$ cat config.mk
export PLATFORM = sky130hd
export DESIGN_NAME = ss_spread_transmitter
export DESIGN_NICKNAME = d
export VERILOG_FILES = /design/src/rtl/ss_spread_transmitter.sv
export SDC_FILE = /design/constraint.sdc
export NUM_CORES = 2
export LEC_CHECK = 0
export ABC_CLOCK_PERIOD_IN_PS = 22700
export CORE_ASPECT_RATIO = 1.2
export CORE_UTILIZATION = 40
export CTS_CLUSTER_SIZE = 16
export DETAILED_ROUTE_END_ITERATION = 16
export MAX_ROUTING_LAYER = met4
export PLACE_DENSITY = 0.57
export SYNTH_ARGS = -nofsm -noshare
export SYNTH_HDL_FRONTEND = slang
export SYNTH_SLANG_ARGS = --single-unit
$ cat constraint.sdc
create_clock -name clk -period 22.7 [get_ports clk]
set_input_delay 6.81 -clock clk [delete_from_list [all_inputs] [get_ports clk]]
set_output_delay 6.81 -clock clk [all_outputs]
set_load 0.01 [all_outputs]
$ cat src/rtl/ss_spread_transmitter.sv
// Spread-spectrum BPSK test transmitter: DDS carrier x PRN chip (optionally x data) -> signed DAC samples.
// Register-mapped on the FE00xxxx CPU bus; three-stage sample pipeline behind a tick divider.
`timescale 1ns/1ps

module ss_spread_transmitter #(
   parameter logic [31:0] BASE_ADDR  = 32'hFE000900,
   parameter int unsigned SAMPLE_DIV = 4
) (
   input  logic        clk,
   input  logic        rst,
   input  logic [31:0] addr,
   input  logic [31:0] Wdata,
   input  logic        write,
   output logic [31:0] Rdata,
   input  logic        read,
   output logic [15:0] DAC,
   output logic        PushDAC,
   output logic        EpochSeen
);

   localparam int unsigned DIV_W = (SAMPLE_DIV > 1) ? $clog2(SAMPLE_DIV) : 1;
   localparam logic [DIV_W-1:0] DIV_LAST = DIV_W'(SAMPLE_DIV - 1);

   localparam logic [31:0] OFF_CONTROL      = 32'h00;
   localparam logic [31:0] OFF_FREQ_ADD     = 32'h04;
   localparam logic [31:0] OFF_FREQ_PHASE   = 32'h08;
   localparam logic [31:0] OFF_CHIP_FREQ    = 32'h0C;
   localparam logic [31:0] OFF_CHIP_PHASE   = 32'h10;
   localparam logic [31:0] OFF_PRN          = 32'h14;
   localparam logic [31:0] OFF_DATA         = 32'h18;
   localparam logic [31:0] OFF_AMPLITUDE    = 32'h1C;
   localparam logic [31:0] OFF_SAMPLE_COUNT = 32'h20;
   localparam logic [31:0] OFF_EPOCH_COUNT  = 32'h24;
   localparam logic [31:0] OFF_STATUS       = 32'h28;

   // Quarter-wave sine, 0..32767: cubic 1.5x - 0.5x^3 with x = v/8192, top entry forced to full scale
   function automatic logic [15:0] sine_quarter(input logic [12:0] v);
      logic [13:0] x;
      logic [41:0] cube;
      logic [16:0] y;
      x    = {1'b0, v} + 14'(v[12]);
      cube = 42'(x) * 42'(x) * 42'(x);
      y    = 17'(x) * 17'd6 - 17'(cube >> 25);
      return (y > 17'd32767) ? 16'h7FFF : y[15:0];
   endfunction

   // Register file
   logic        run_q, data_en_q;
   logic [31:0] freq_add_q, freq_phase_q, chip_freq_q, chip_phase_q;
   logic [3:0]  hob_q;
   logic [13:0] poly_q, lfsr_q;
   logic [31:0] data_q;
   logic [15:0] amp_q;
   logic [31:0] sample_count_q, epoch_count_q;
   logic        status_q;
   logic [DIV_W-1:0] div_q;

   // Pipeline
   logic               s0_valid, s0_quad1, s0_chip;
   logic [12:0]        s0_v;
   logic               s1_valid;
   logic signed [16:0] s1_s;

   logic [31:0] off;
   logic        tick;
   logic        wr_control, wr_freq_add, wr_freq_phase, wr_chip_freq, wr_chip_phase;
   logic        wr_prn, wr_data, wr_amp, wr_sample_count, rd_status;
   logic [1:0]  quad;
   logic [12:0] v_sel;
   logic        ob, chip;
   logic [31:0] freq_phase_nx, chip_phase_nx;
   logic        step, epoch;
   logic [13:0] cleared, lfsr_step;
   logic [15:0] sv;
   logic [16:0] mag, s_nx;
   logic signed [33:0] prod;

   assign off  = addr - BASE_ADDR;
   assign tick = run_q && (div_q == DIV_LAST);

   assign wr_control      = write && (off == OFF_CONTROL);
   assign wr_freq_add     = write && (off == OFF_FREQ_ADD);
   assign wr_freq_phase   = write && (off == OFF_FREQ_PHASE);
   assign wr_chip_freq    = write && (off == OFF_CHIP_FREQ);
   assign wr_chip_phase   = write && (off == OFF_CHIP_PHASE);
   assign wr_prn          = write && (off == OFF_PRN);
   assign wr_data         = write && (off == OFF_DATA);
   assign wr_amp          = write && (off == OFF_AMPLITUDE);
   assign wr_sample_count = write && (off == OFF_SAMPLE_COUNT);
   assign rd_status       = read  && (off == OFF_STATUS);

   // Stage 0: phase split and chip selection from pre-update register values
   assign quad  = freq_phase_q[31:30];
   assign v_sel = quad[0] ? ~freq_phase_q[29:17] : freq_phase_q[29:17];
   assign ob    = |(lfsr_q & (14'h0001 << hob_q));
   assign chip  = ob ^ (data_en_q & data_q[0]);

   assign freq_phase_nx = freq_phase_q + freq_add_q;
   assign chip_phase_nx = chip_phase_q + chip_freq_q;

   // LFSR advances on the rising crossing of CHIP_PHASE[31]; hob bit is taken out before the shift
   assign step      = tick && !chip_phase_q[31] && chip_phase_nx[31];
   assign cleared   = lfsr_q & ~(14'h0001 << hob_q);
   assign lfsr_step = (cleared << 1) ^ (ob ? poly_q : 14'h0000);
   assign epoch     = step && (lfsr_step == 14'h0001);

   // Stage 1: quadrant sign and chip sign collapse into a single negate
   assign sv   = sine_quarter(s0_v);
   assign mag  = {1'b0, sv};
   assign s_nx = (s0_quad1 ^ s0_chip) ? (17'd0 - mag) : mag;

   // Stage 2: amplitude scaling
   assign prod = 34'(s1_s) * 34'($signed({1'b0, amp_q}));

   assign EpochSeen = status_q;

   always_comb begin
      Rdata = '0;
      if (read) begin
         case (off)
            OFF_CONTROL:      Rdata = {30'd0, data_en_q, run_q};
            OFF_FREQ_ADD:     Rdata = freq_add_q;
            OFF_FREQ_PHASE:   Rdata = freq_phase_q;
            OFF_CHIP_FREQ:    Rdata = chip_freq_q;
            OFF_CHIP_PHASE:   Rdata = chip_phase_q;
            OFF_PRN:          Rdata = {hob_q, poly_q, lfsr_q};
            OFF_DATA:         Rdata = data_q;
            OFF_AMPLITUDE:    Rdata = {16'd0, amp_q};
            OFF_SAMPLE_COUNT: Rdata = sample_count_q;
            OFF_EPOCH_COUNT:  Rdata = epoch_count_q;
            OFF_STATUS:       Rdata = {31'd0, status_q};
            default:          Rdata = '0;
         endcase
      end
   end

   // Registers: a bus write in a tick cycle takes priority over that register's tick update
   always_ff @(posedge clk or posedge rst) begin
      if (rst) begin
         run_q          <= 1'b0;
         data_en_q      <= 1'b0;
         freq_add_q     <= '0;
         freq_phase_q   <= '0;
         chip_freq_q    <= '0;
         chip_phase_q   <= '0;
         hob_q          <= '0;
         poly_q         <= '0;
         lfsr_q         <= '0;
         data_q         <= '0;
         amp_q          <= '0;
         sample_count_q <= '0;
         epoch_count_q  <= '0;
         status_q       <= 1'b0;
         div_q          <= '0;
      end else begin
         if (!run_q || div_q == DIV_LAST) div_q <= '0;
         else                             div_q <= div_q + DIV_W'(1);

         if (wr_control) {data_en_q, run_q} <= Wdata[1:0];
         if (wr_freq_add)  freq_add_q  <= Wdata;
         if (wr_chip_freq) chip_freq_q <= Wdata;
         if (wr_amp)       amp_q       <= Wdata[15:0];

         if (wr_freq_phase) freq_phase_q <= Wdata;
         else if (tick)     freq_phase_q <= freq_phase_nx;

         if (wr_chip_phase) chip_phase_q <= Wdata;
         else if (tick)     chip_phase_q <= chip_phase_nx;

         if (wr_sample_count) sample_count_q <= Wdata;
         else if (tick)       sample_count_q <= sample_count_q + 32'd1;

         if (wr_prn) begin
            hob_q  <= Wdata[31:28];
            poly_q <= Wdata[27:14];
            lfsr_q <= Wdata[13:0];
         end else if (step) begin
            lfsr_q <= lfsr_step;
         end

         if (wr_data)    data_q <= Wdata;
         else if (epoch) data_q <= data_q >> 1;

         if (epoch) epoch_count_q <= epoch_count_q + 32'd1;

         if (epoch)          status_q <= 1'b1;
         else if (rd_status) status_q <= 1'b0;
      end
   end

   // Sample pipeline: tick -> PushDAC is three clocks
   always_ff @(posedge clk or posedge rst) begin
      if (rst) begin
         s0_valid <= 1'b0;
         s0_quad1 <= 1'b0;
         s0_chip  <= 1'b0;
         s0_v     <= '0;
         s1_valid <= 1'b0;
         s1_s     <= '0;
         PushDAC  <= 1'b0;
         DAC      <= '0;
      end else begin
         s0_valid <= tick;
         if (tick) begin
            s0_quad1 <= quad[1];
            s0_chip  <= chip;
            s0_v     <= v_sel;
         end
         s1_valid <= s0_valid;
         if (s0_valid) s1_s <= s_nx;
         PushDAC <= s1_valid;
         if (s1_valid) DAC <= 16'(prod >>> 16);
      end
   end

endmodule

==> Yosys cells after proc, flatten, opt, wreduce, memory -nomap -nowiden <==
Index checks and enable logic that the tools add are counted.
{ "word_totals": {"ff_bits": 328, "latchBits": 0, "ramBits": 0, "mem_bits_ro": 0, "output_inout_bits": 50, "word_cells": 102, "memories": 0} }
{ "op_classes": {"n_addsub": 9, "multipliers": 4, "n_div": 0, "order_cmp": 1, "n_eq_ne": 12, "n_shift": 1, "mux": 19, "bitwise_logic": 8, "reduce_logical": 25} }
{ "op_table": {"columns": ["cell", "count"], "rows": [
  ["$pmux 32 s11", 1],
  ["$mux 32", 9],
  ["$eq 32x5->1 const B", 4],
  ["$eq 32x6->1 const B", 3],
  ["$add 32x1->32 const B", 2],
  ["$add 32x32->32", 2],
  ["$eq 32x4->1 const B", 2],
  ["$mul 28x14->42", 1],
  ["$mux 14", 3],
  ["$eq 32x3->1 const B", 1],
  ["$logic_not 32->1", 1],
  ["$mul 17x17->32", 1],
  ["$sub 32x32->32 const B", 1],
  ["$mul 14x14->28", 1],
  ["$not 13->13", 2],
  ["$gt 17x15->1 const B", 1],
  ["$mux 17", 1],
  ["$sub 1x16->17 const A", 1],
  ["$sub 17x17->17", 1],
  ["$mul 14x2->16 const B", 1],
  ["$mux 16", 1],
  ["$add 13x1->14", 1],
  ["$and 14x14->14", 1],
  ["$eq 14x1->1 const B", 1],
  ["other kinds (15)", 36]
]} }

==> Logic depth before layout (Yosys ltp) <==
{ "logic_depth": {"ltp_word": 9, "ltp_mapped": 72, "depth_no_buf": 71} }

==> Worst setup path before layout <==
No wires, ideal clock.
{ "synth_timing": {"path_kind": "register -> register", "startpoint": "register s0_v[12]", "endpoint": "register s1_s[16]", "arrival_ns": 16.301, "path_slack_ns": 6.267, "path_stages_with_launch": 71, "cell_sequence": "dfrtp_1 -> ha_1 -> clkbuf_1 -> inv_1 -> nor3_1 -> and3_1 -> xnor2_1 -> clkbuf_1 -> nor2_1 -> fa_1 -> inv_1 -> fa_1 -> fa_1 -> fa_1 -> inv_1 -> fa_1 -> inv_1 -> fa_1 -> (+35 left out) -> nand3_1 -> a311oi_2 -> o21ai_1 -> a221o_1 -> a31o_1 -> xnor3_1 -> xnor2_1 -> o2111ai_2 -> a31o_2 -> nor2_1 -> ha_1 -> nand3_2 -> nor2b_1 -> nand4_1 -> nand4bb_1 -> or3_1 -> o311ai_1 -> o21ai_1"} }
{ "synth_via": {"elab_chain_len": 8} }
{ "synth_rtl": {"columns": ["element", "line", "text"], "rows": [
  ["start: declaration", "60", "logic [12:0] s0_v;"],
  ["start signal: assignment", "207", "s0_v <= v_sel;"],
  ["$add 13x1->14 *", "41", "x = {1'b0, v} + 14'(v[12]);"],
  ["$mul 14x14->28", "42", "cube = 42'(x) * 42'(x) * 42'(x);"],
  ["$mul 28x14->42", "42", null],
  ["$sub 17x17->17 *", "43", "y = 17'(x) * 17'd6 - 17'(cube >> 25);"],
  ["$gt 17x15->1", "44", "return (y > 17'd32767) ? 16'h7FFF : y[15:0];"],
  ["$mux 16 *", "44", null],
  ["$sub 1x16->17 *", "110", "assign s_nx = (s0_quad1 ^ s0_chip) ? (17'd0 - mag) : mag;"],
  ["$mux 17 *", "110", null],
  ["end signal: assignment", "210", "if (s0_valid) s1_s <= s_nx;"],
  ["end: declaration", "62", "logic signed [16:0] s1_s;"]
]} }
Mark *: on every way between the ends. The rest lies on a longest branch, timed or not.
A chain may end at the register's enable or synchronous reset.

==> Worst setup path in the final report <==
Ends and elaborated chain as after synthesis.

==> results.sh <==
export IMPL_path_max_fanout=21
export IMPL_port_buffers=117
export IMPL_clk_pin_slew_ps=60
export IMPL_grt_pass1_vias=37683
export IMPL_die_h_um=378.0
export IMPL_crit_path_start_kind="register"
export IMPL_grt_max_degree=118
export IMPL_wl_um=136200
export IMPL_core_um2=116600
export IMPL_die_w_um=315.3
export IMPL_p_total_mw=1.338
export IMPL_final_antenna_net_count=0
export IMPL_hold_violations=0
export IMPL_period_needed_ps=19200
export IMPL_final_cell_mix="inv_1, fa_1, nand2_1"
export IMPL_drive_gt1_share_pct=6.047
export IMPL_fmax_mhz=52.08
export IMPL_slowest_delay_ps=840
export IMPL_p_clk_share_pct=51.8
export IMPL_track_usage_pct=23.90
export IMPL_antenna_cells=0
export IMPL_setup_violations=0
export IMPL_initial_utilization_pct=40.42
export IMPL_path_delay_family="adder cells"
export IMPL_async_reset_ff_share_pct=100.0
export IMPL_grt_ovfl_total=0
export IMPL_wl_per_cell_um=20.06
export IMPL_crit_arrival_ps=19630
export IMPL_ys_types=105
export IMPL_routabilityCongestion=0.9448
export IMPL_comb_power_share_pct=4.5
export IMPL_yosysTopAreaCellShare_pct=29.06
export IMPL_postCtsSetupRepairBufs=0
export IMPL_leakagePower_nw=23.71
export IMPL_cts_root_buf="clkbuf_16"
export IMPL_dr_total_vias=36786
export IMPL_placed_cell_area_um2=50020
export IMPL_ys_top_cells_by_area="fa_1, dfrtp_1, ha_1"
export IMPL_area_growth_syn_to_layout_pct=9.098
export IMPL_synth_avg_cell_area_um2=9.033
export IMPL_outcome="finished, final reports clean"
export IMPL_switchingPower_mw=0.3129
export IMPL_maxSlewViolCount=0
export IMPL_setup_tns_ps=0
export IMPL_cts_buffers=39
export IMPL_die_area_um2=119200
export IMPL_synth_warnings=0
export IMPL_antenna_found_initial=1
export IMPL_reg2reg_to="s1_s[16]"
export IMPL_switching_share_pct=23.38
export IMPL_synth_edf_count=0
export IMPL_cts_tree="yes"
export IMPL_crit_path_top_delay_cell="o41ai_1"
export IMPL_whs_endpoint="div_q[0]"
export IMPL_whs_path_depth=1
export IMPL_pwr_share_seq_pct=43.7
export IMPL_syn_area_um2=47110
export IMPL_clock_skew_ps=22.25
export IMPL_clk_latency_ps=580
export IMPL_setup_worst_path_end_class="register"
export IMPL_postCtsHoldBufs=0
export IMPL_layout_nets=6357
export IMPL_p_per_area_nw_per_um2=26.04
export IMPL_synth_cells=5216
export IMPL_grt_pass1_wl_um=215400
export IMPL_yosysTopAreaCell="fa_1"
export IMPL_final_area_um2=51400
export IMPL_cts_buffer_depth=3
export IMPL_worstRegToRegCells=66
export IMPL_path_class="reg2reg"
export IMPL_fill_cells=11550
export IMPL_maxCapViolCount=0
export IMPL_hold_class="reg2reg"
export IMPL_viasPerCell=5.419
export IMPL_cts_resized_gates=0
export IMPL_final_common_cell="inv_1"
export IMPL_r2r_setup_slack_ps=3500
export IMPL_ir_drop_mv=0.04803
export IMPL_dpl_hpwl_um=106300
export IMPL_clock_sinks=328
export IMPL_drt_iter0_markers=2401
export IMPL_synth_main_ff_cell="dfrtp_1"
export IMPL_tightest_slew_ps=1103
export IMPL_num_rows=137
export IMPL_slew_limit_headroom_pct=25.93
export IMPL_h_tree_depth=2
export IMPL_yosysSeqAreaShare_pct=17.42
export IMPL_ys_ff_latch=328
export IMPL_dr_pass1_iters=8
export IMPL_min_delay_start="div_q[0]"
export IMPL_r2r_start="s0_v[12]"
export IMPL_worst_path_buf_inv=9
export IMPL_fin_crit_sh_pct=84.59
export IMPL_cpMostUsedCell="fa_1"
export IMPL_pin_count=118
export IMPL_rsz0062_at_grt="false"
export IMPL_route_detailed_drc=0
export IMPL_internal_power_mw=1.025
export IMPL_required_ps=23130
power by group through the flow:
stage          clock (mW)  combinational (mW)  sequential [mW]
6_report            0.693              0.0605            0.585
5_1_grt             0.728              0.0663            0.584
4_1_cts             0.706              0.0613            0.585
3_5_place_dp            0              0.0610            0.595
3_3_place_gp            0              0.0605            0.595
2_1_floorplan           0              0.0257            0.596
kinds of logic (layout without fill, tap and decap cells):
group           Yosys count  in the layout  share of synthesized area, %
compound gates          794            794                         10.97
xor+xnor                279            279                         5.248
mux                     171            171                         4.023
other cells               2             10                       0.01594
fa+ha+maj              1057           1057                         38.97
flops                   328            328                         17.42
buf+inv                1043           1078                         8.373
simple gates           1542           1542                         14.98
Yosys cell counts (9+ instances only):
cell and n:
o31ai_1 15, ha_1 373, o211ai_1 11, fa_1 684, nor3_1 62, nand2_1 631, dfrtp_1 328, buf_2 12
nand3_1 55, nand2b_1 34, nor2_1 403, a21oi_1 238, a41oi_1 16, nor2b_1 30, nand4_1 40, a22oi_1 75
nor3b_1 9, o21ai_0 165, or3_1 16, a221oi_1 24, a31oi_1 31, xor2_1 106, xnor2_1 170, inv_1 813
a211oi_1 14, and3_1 35, or4_1 10, mux2i_1 53, and2_1 153, o2111ai_1 9, a21o_1 46, a22o_1 22
clkbuf_1 194, a222oi_1 15, nor4_1 18, mux2_2 114, buf_1 14, o21a_1 27
state kept, by name, summed over array words and instances (netlist names), 2 cells and up:
| signal | count |
|---|---|
| DAC | 16 |
| amp_q | 16 |
| chip_freq_q | 32 |
| chip_phase_q | 32 |
| data_q | 32 |
| div_q | 2 |
| epoch_count_q | 32 |
| freq_add_q | 32 |
| freq_phase_q | 32 |
| hob_q | 4 |
| lfsr_q | 14 |
| poly_q | 14 |
| s0_v | 13 |
| s1_s | 17 |
| sample_count_q | 32 |
layer usage:
layer | track usage (%) | wire length [um] | up-vias
met5 | - | 0 | -
met4 | 8.568 | 5323 | 0
met3 | 1.539 | 5243 | 224
met2 | 41.10 | 68910 | 918
met1 | 29.60 | 56730 | 18735
li1 | - | - | 16909
final cells by class:
| cell class | count | area (um2) | share of cell area, % |
|---|---|---|---|
| flip-flops and latches | 328 | 8208 | 15.97 |
| repair buffers | 190 | 1719 | 3.345 |
| well taps | 1529 | 1913 | 3.722 |
| inverters | 820 | 3088 | 6.008 |
| clock buffers | 52 | 1106 | 2.152 |
| clock inverters | 16 | 275.3 | 0.5355 |
| multi-input cells | 3853 | 35090 | 68.27 |
metrics by stage:
stage | setup slack, ps | utilization, % | std cells | hold WS (ps)
detailed placement | 3589 | 42.91 | 6720 | 435.7
global route | 2076 | 44.10 | 6788 | 467.2
CTS | 3506 | 44.10 | 6788 | 445.1
finish | 3499 | 44.10 | 6788 | 440.8
floorplan | 6267 | - | 5224 | 352.0
global placement | 4054 | 42.91 | 6720 | 422.6
worst max path at each step:
stage             start       end  slack [ps]  cells past startpoint
6_report       s0_v[12]  s1_s[16]        3500                     66
4_1_cts        s0_v[12]  s1_s[16]        3510                     66
3_5_place_dp   s0_v[12]  s1_s[16]        3590                     66
3_3_place_gp   s0_v[12]  s1_s[16]        4050                     66
5_1_grt        s0_v[12]  s1_s[16]        2080                     66
2_1_floorplan  s0_v[12]  s1_s[16]        6270                     70
Note: power is estimated with default switching activity, not from simulation.
